--- config.mk ---
export PLATFORM = sky130hd
export DESIGN_NAME = perf_stat_display
export DESIGN_NICKNAME = d
export VERILOG_FILES = /design/src/rtl/perf_stat_display_pkg.sv /design/src/rtl/perf_stat_display_seg7_hex_decoder.sv /design/src/rtl/perf_stat_display.sv
export SDC_FILE = /design/constraint.sdc
export NUM_CORES = 1
export LEC_CHECK = 0
export BUFFER_PORTS_ARGS = -buffer_cell sky130_fd_sc_hd__buf_2
export CAP_MARGIN = 20
export CORE_MARGIN = 4
export CORE_UTILIZATION = 50
export DETAILED_ROUTE_END_ITERATION = 10
export GPL_ROUTABILITY_DRIVEN = 0
export PLACE_DENSITY = 0.77
export REMOVE_ABC_BUFFERS = 1
export SLEW_MARGIN = 20
export SYNTH_ARGS = -nofsm -noshare
export SYNTH_HDL_FRONTEND = slang
export SYNTH_SLANG_ARGS = --single-unit
--- constraint.sdc ---
create_clock -name clk -period 3.6 [get_ports clk]
set_input_delay 0.72 -clock clk [delete_from_list [all_inputs] [get_ports clk]]
set_output_delay 0.72 -clock clk [all_outputs]
set_load 0.01 [all_outputs]
--- src/rtl/perf_stat_display_pkg.sv ---
// Shared definitions for the perf-stat display: view codes and 7-seg glyphs.
// Glyphs are active-low {g,f,e,d,c,b,a}; SEG_OFF blanks a digit including dp.
package perf_stat_display_pkg;

    typedef enum logic [2:0] {
        VIEW_MEM = 3'b000,
        VIEW_PC  = 3'b001,
        VIEW_CYC = 3'b010,
        VIEW_CBR = 3'b011,
        VIEW_CTK = 3'b100,
        VIEW_UNC = 3'b101
    } view_e;

    localparam logic [7:0] SEG_OFF = 8'hFF;

    localparam logic [6:0] SEG_GLYPH [16] = '{
        7'h40, 7'h79, 7'h24, 7'h30,
        7'h19, 7'h12, 7'h02, 7'h78,
        7'h00, 7'h10, 7'h08, 7'h03,
        7'h46, 7'h21, 7'h06, 7'h0E
    };

endpackage

--- src/rtl/perf_stat_display_seg7_hex_decoder.sv ---
// Combinational hex nibble to active-low seven-segment pattern.
module seg7_hex_decoder
    import perf_stat_display_pkg::*;
(
    input  logic [3:0] nib_i,
    output logic [6:0] seg_o
);

    assign seg_o = SEG_GLYPH[nib_i];

endmodule

--- src/rtl/perf_stat_display.sv ---
// Cycle/branch statistic counters plus a scanned 8-digit hex 7-seg display.
module perf_stat_display
    import perf_stat_display_pkg::*;
#(
    parameter int CNT_W    = 32,
    parameter int SCAN_DIV = 100000,
    parameter int DIGITS   = 8
) (
    input  logic        clk,
    input  logic        rst_n,
    input  logic        halt,
    input  logic        stat_clr,
    input  logic [31:0] pc_in,
    input  logic [31:0] mem_data,
    input  logic        ev_valid,
    input  logic        ev_cond_br,
    input  logic        ev_cond_tk,
    input  logic        ev_uncond,
    input  logic [2:0]  view_sel,
    output logic [7:0]  seg_an,
    output logic [7:0]  seg_cat
);

    localparam int DIV_W = (SCAN_DIV > 1) ? $clog2(SCAN_DIV) : 1;
    localparam logic [DIV_W-1:0] DIV_LAST = DIV_W'(SCAN_DIV - 1);
    localparam logic [2:0] DIG_LAST = 3'(DIGITS - 1);
    localparam logic [CNT_W-1:0] ONE = CNT_W'(1);

    logic [CNT_W-1:0] cyc_q, cyc_d;
    logic [CNT_W-1:0] cbr_q, cbr_d;
    logic [CNT_W-1:0] ctk_q, ctk_d;
    logic [CNT_W-1:0] unc_q, unc_d;
    logic [31:0]      disp_val_q, disp_val_d;
    logic [DIV_W-1:0] div_cnt_q, div_cnt_d;
    logic [2:0]       dig_idx_q, dig_idx_d;
    logic [7:0]       seg_an_q, seg_an_d;
    logic [7:0]       seg_cat_q, seg_cat_d;
    logic [6:0]       glyph;

    logic br_ev, tk_ev, un_ev;

    assign br_ev = ev_valid & ev_cond_br;
    assign tk_ev = br_ev & ev_cond_tk;
    assign un_ev = ev_valid & ev_uncond;

    // Saturating counters; clear has priority over halt and events
    always_comb begin
        cyc_d = cyc_q;
        cbr_d = cbr_q;
        ctk_d = ctk_q;
        unc_d = unc_q;
        if (stat_clr) begin
            cyc_d = '0;
            cbr_d = '0;
            ctk_d = '0;
            unc_d = '0;
        end else if (!halt) begin
            if (!(&cyc_q))         cyc_d = cyc_q + ONE;
            if (br_ev && !(&cbr_q)) cbr_d = cbr_q + ONE;
            if (tk_ev && !(&ctk_q)) ctk_d = ctk_q + ONE;
            if (un_ev && !(&unc_q)) unc_d = unc_q + ONE;
        end
    end

    always_comb begin
        disp_val_d = '0;
        case (view_sel)
            VIEW_MEM: disp_val_d = mem_data;
            VIEW_PC:  disp_val_d = pc_in;
            VIEW_CYC: disp_val_d = 32'(cyc_q);
            VIEW_CBR: disp_val_d = 32'(cbr_q);
            VIEW_CTK: disp_val_d = 32'(ctk_q);
            VIEW_UNC: disp_val_d = 32'(unc_q);
            default:  disp_val_d = '0;
        endcase
    end

    seg7_hex_decoder u_dec (
        .nib_i (disp_val_q[{dig_idx_q, 2'b00} +: 4]),
        .seg_o (glyph)
    );

    always_comb begin
        div_cnt_d = (div_cnt_q == DIV_LAST) ? '0 : div_cnt_q + DIV_W'(1);
        dig_idx_d = dig_idx_q;
        if (div_cnt_q == DIV_LAST) begin
            dig_idx_d = (dig_idx_q == DIG_LAST) ? 3'd0 : dig_idx_q + 3'd1;
        end
        seg_an_d            = SEG_OFF;
        seg_an_d[dig_idx_q] = 1'b0;
        seg_cat_d           = {1'b1, glyph};
    end

    always_ff @(posedge clk or negedge rst_n) begin
        if (!rst_n) begin
            cyc_q      <= '0;
            cbr_q      <= '0;
            ctk_q      <= '0;
            unc_q      <= '0;
            disp_val_q <= '0;
            div_cnt_q  <= '0;
            dig_idx_q  <= '0;
            seg_an_q   <= 8'hFE;
            seg_cat_q  <= 8'hC0;
        end else begin
            cyc_q      <= cyc_d;
            cbr_q      <= cbr_d;
            ctk_q      <= ctk_d;
            unc_q      <= unc_d;
            disp_val_q <= disp_val_d;
            div_cnt_q  <= div_cnt_d;
            dig_idx_q  <= dig_idx_d;
            seg_an_q   <= seg_an_d;
            seg_cat_q  <= seg_cat_d;
        end
    end

    assign seg_an  = seg_an_q;
    assign seg_cat = seg_cat_q;

endmodule

==> results by group <==
Clock network
  • Root Buffer: clkbuf_16
  • Clk buf depth: 2
  • CTS tree: done
  • Post-CTS Setup Bufs: 0
  • Clk_lat worst skew: 0.44 ns
  • Clock Sinks: 195
  • H-Tree Depth: 4
  • Hold buffer count at cts: 0
  • Post-cts resize count: 0
  • Clk pin slew, worst setup/hold paths: 0.07 ns
  • CTS Buf Count: 17

STA
  • RSZ-0062 raised after global routing: no
  • Max-slew headroom: 40.2%
  • Minimum clock period: 3.07 ns
  • # setup viols final: 0
  • Fmax: 325 MHz
  • Worst hold margin: 0.349 ns
  • Final Slew Violations: 0
  • Setup_tns: 0 ns
  • Worst-Margin Slew: 0.888 ns
  • Worst-case clock skew: 0.00937 ns
  • Tcrit/Tclk final: 85.4%
  • Worst setup margin: 0.526 ns
  • Final Hold Viols: 0

Critical path
  • Reg2reg end: unc_q[8]
  • Top cell by count, worst path: nand4_1
  • Req. time, crit path: 3.89 ns
  • Crit Path Max Fanout: 16
  • Crit path cell chain: nand4_1 -> nor4_1 -> nand4_1 -> nand4_1 -> xor2_1 -> nor2_1
  • WP buf/inv: 0
  • Crit path launch type: register
  • R2r setup slk: 0.53 ns
  • Delay-heaviest family, CP: simple AND/OR/NAND/NOR gates
  • Delay of the slowest critical-path stage: 0.81 ns
  • CP startpoint: unc_q[16]
  • Slowest-stage cell, CP: nor4_1
  • R2R depth: 6
  • Reg-to-Reg Start: unc_q[16]
  • CP endpoint kind: register
  • Data arrival time of the worst path: 3.37 ns
  • Critical path class: reg2reg

Floorplan
  • Die width: 152 um
  • Core footprint: 0.0203 mm^2
  • Die area: 0.0231 mm^2
  • Starting Density: 51.1%
  • I/O Pins: 91
  • Die Ht: 152 um
  • Standard-cell row count: 52

Logic synthesis
  • YS warnings: 0
  • Top cell type's share of synthesized area: 45.1%
  • Syn avg cell area: 9.56 um^2
  • Number of enable flip-flop cells after synthesis: 0
  • Cell taking the most area after synthesis: dfrtp_1
  • Mapped Area: 0.0104 mm^2
  • Largest cells by area after synthesis: dfrtp_1, xor2_1, a22oi_1
  • Post-Synthesis Cells: 1086
  • Synth unique cells: 57
  • Post-synth top cells: dfrtp_1, nor2_1, a22oi_1
  • Most common cell in the netlist: dfrtp_1
  • Ys async rst share: 100%
  • Register bit count reported by yosys: 195
  • Main synth FF type: dfrtp_1
  • Seq/Total Area, Yosys: 47.1%

GRT
  • Gr usage total: 25.3%
  • Largest net degree at the start of global routing: 90
  • Initial antenna violation count: 0
  • Grt total ovfl: 0
  • Vias in the first global route: 8615
  • First-pass GRT wire length: 47.0 mm

Route
  • Number of DRC markers in iteration 0: 961
  • WL final: 28.9 mm
  • Via Count: 8867
  • # DRC: 0
  • WL per Instance: 20.1 um
  • Post-DRT Antenna Nets: 0
  • Via density: 6.16
  • First drt pass iteration count: 5

Pwr
  • Sequential power share: 49.2%
  • Pwr/cell area: 388 mW/mm^2
  • Combinational fraction of design power: 6.2%
  • Sw Ratio: 23.5%
  • Internal: 0.00349 W
  • Clock power share: 44.6%
  • Psw: 0.00107 W
  • Max IR drop VDD: 0.000291 V
  • Lkg Pwr: 5.02 nW

Finish
  • Final core occ: 57.9%
  • Fraction of layout instances using a drive strength above 1: 14.9%
  • Final Net Count: 1245
  • Area delta synth->final: 13.3%
  • Ant diodes: 0

Hold path
  • Hold Path Class: in2async

Flow run
  • Max cap viols: 0

Place
  • PortBufs: 89
  • HPWL Detailed: 20.8 mm
  • Place WS: 0.786 ns

Status
  • Status: complete, no violations
## state kept, by name, indices dropped and copies added (netlist names)
| register | flops |
|---|---|
| seg_an | 8 |
| div_cnt_q | 17 |
| disp_val_q | 32 |
| ctk_q | 32 |
| cyc_q | 32 |
| cbr_q | 32 |
| unc_q | 32 |
| dig_idx_q | 3 |
| seg_cat | 7 |
## power groups by stage
| stage | Sequential [W] | Clock (W) | Combinational, W |
|---|---|---|---|
| floorplan | 0.00228 | 0 | 0.0000914 |
| global placement | 0.00228 | 0 | 0.000278 |
| detailed placement | 0.00228 | 0 | 0.000281 |
| CTS | 0.00224 | 0.00205 | 0.000282 |
| global route | 0.00224 | 0.00214 | 0.000311 |
| finish | 0.00224 | 0.00203 | 0.000283 |
## metal layers
metal	wire length, um	up-vias	part of all wire, %	GRT usage [%]
met1	12300	4305	43	35.6
met4	1020	0	3.5	9.67
li1	-	4066	-	-
met5	0	-	0	0
met2	13200	436	46	38.2
met3	2440	60	8.4	5.97
## cell families after synthesis
| family | after synthesis | synth area share (%) |
|---|---|---|
| adder cells (fa/ha/maj) | 12 | 1.45 |
| XOR/XNOR | 122 | 10.3 |
| other | 1 | 0.0361 |
| flip-flops | 195 | 47.1 |
| buffers and inverters | 76 | 2.92 |
| AO/OA/AOI/OAI | 158 | 10.6 |
| AND/OR/NAND/NOR | 502 | 25.2 |
| multiplexers | 20 | 2.39 |
## how the worst max path moves through the flow
stage | to | slack [ns] | depth (start not counted)
floorplan | disp_val_q[0] | 0.56 | 3
global placement | seg_cat[0] | 0.82 | 7
detailed placement | unc_q[8] | 0.79 | 6
CTS | unc_q[8] | 0.69 | 6
global route | unc_q[8] | 0.36 | 6
finish | unc_q[8] | 0.53 | 6
## layout make-up
cell class,count,area (um^2)
Tap cell,270,338
Clock inverter,10,145
Fill cell,1758,8540
Multi-Input combinational cell,815,5210
Inverter,19,71.3
Timing Repair Buffer,110,627
Sequential cell,195,4890
Clock buffer,21,480
## layout by cell type, fill, tap and decap left out, types with 22 or more instances in the layout
cell,Yosys,layout
nor2_1,143,143
nor3_1,23,22
nand3_1,89,89
dfrtp_1,187,187
buf_2,5,87
nand2_1,66,66
and3_1,28,28
nand4_1,61,61
a21oi_1,23,23
xnor2_1,34,34
a22oi_1,96,96
xor2_1,88,88
## worst register-to-register path: cells and delay by family (launching register included)
family	cells	cell delay, ns
xor gates and xnor gates	1	0.22
DFF	1	0.45
and+or+nand+nor	5	2.27
## per-stage QoR
| step | cell area, um^2 | power, W | instances |
|---|---|---|---|
| 3_3_place_gp | 11100 | 0.00256 | 1409 |
| 5_1_grt | 11800 | 0.00470 | 1440 |
| 4_1_cts | 11800 | 0.00457 | 1440 |
| 6_report | 11800 | 0.00456 | 1440 |
| 3_5_place_dp | 11100 | 0.00256 | 1409 |
| 2_1_floorplan | 10100 | 0.00237 | 1029 |
Power figures use the tool's default switching activity.
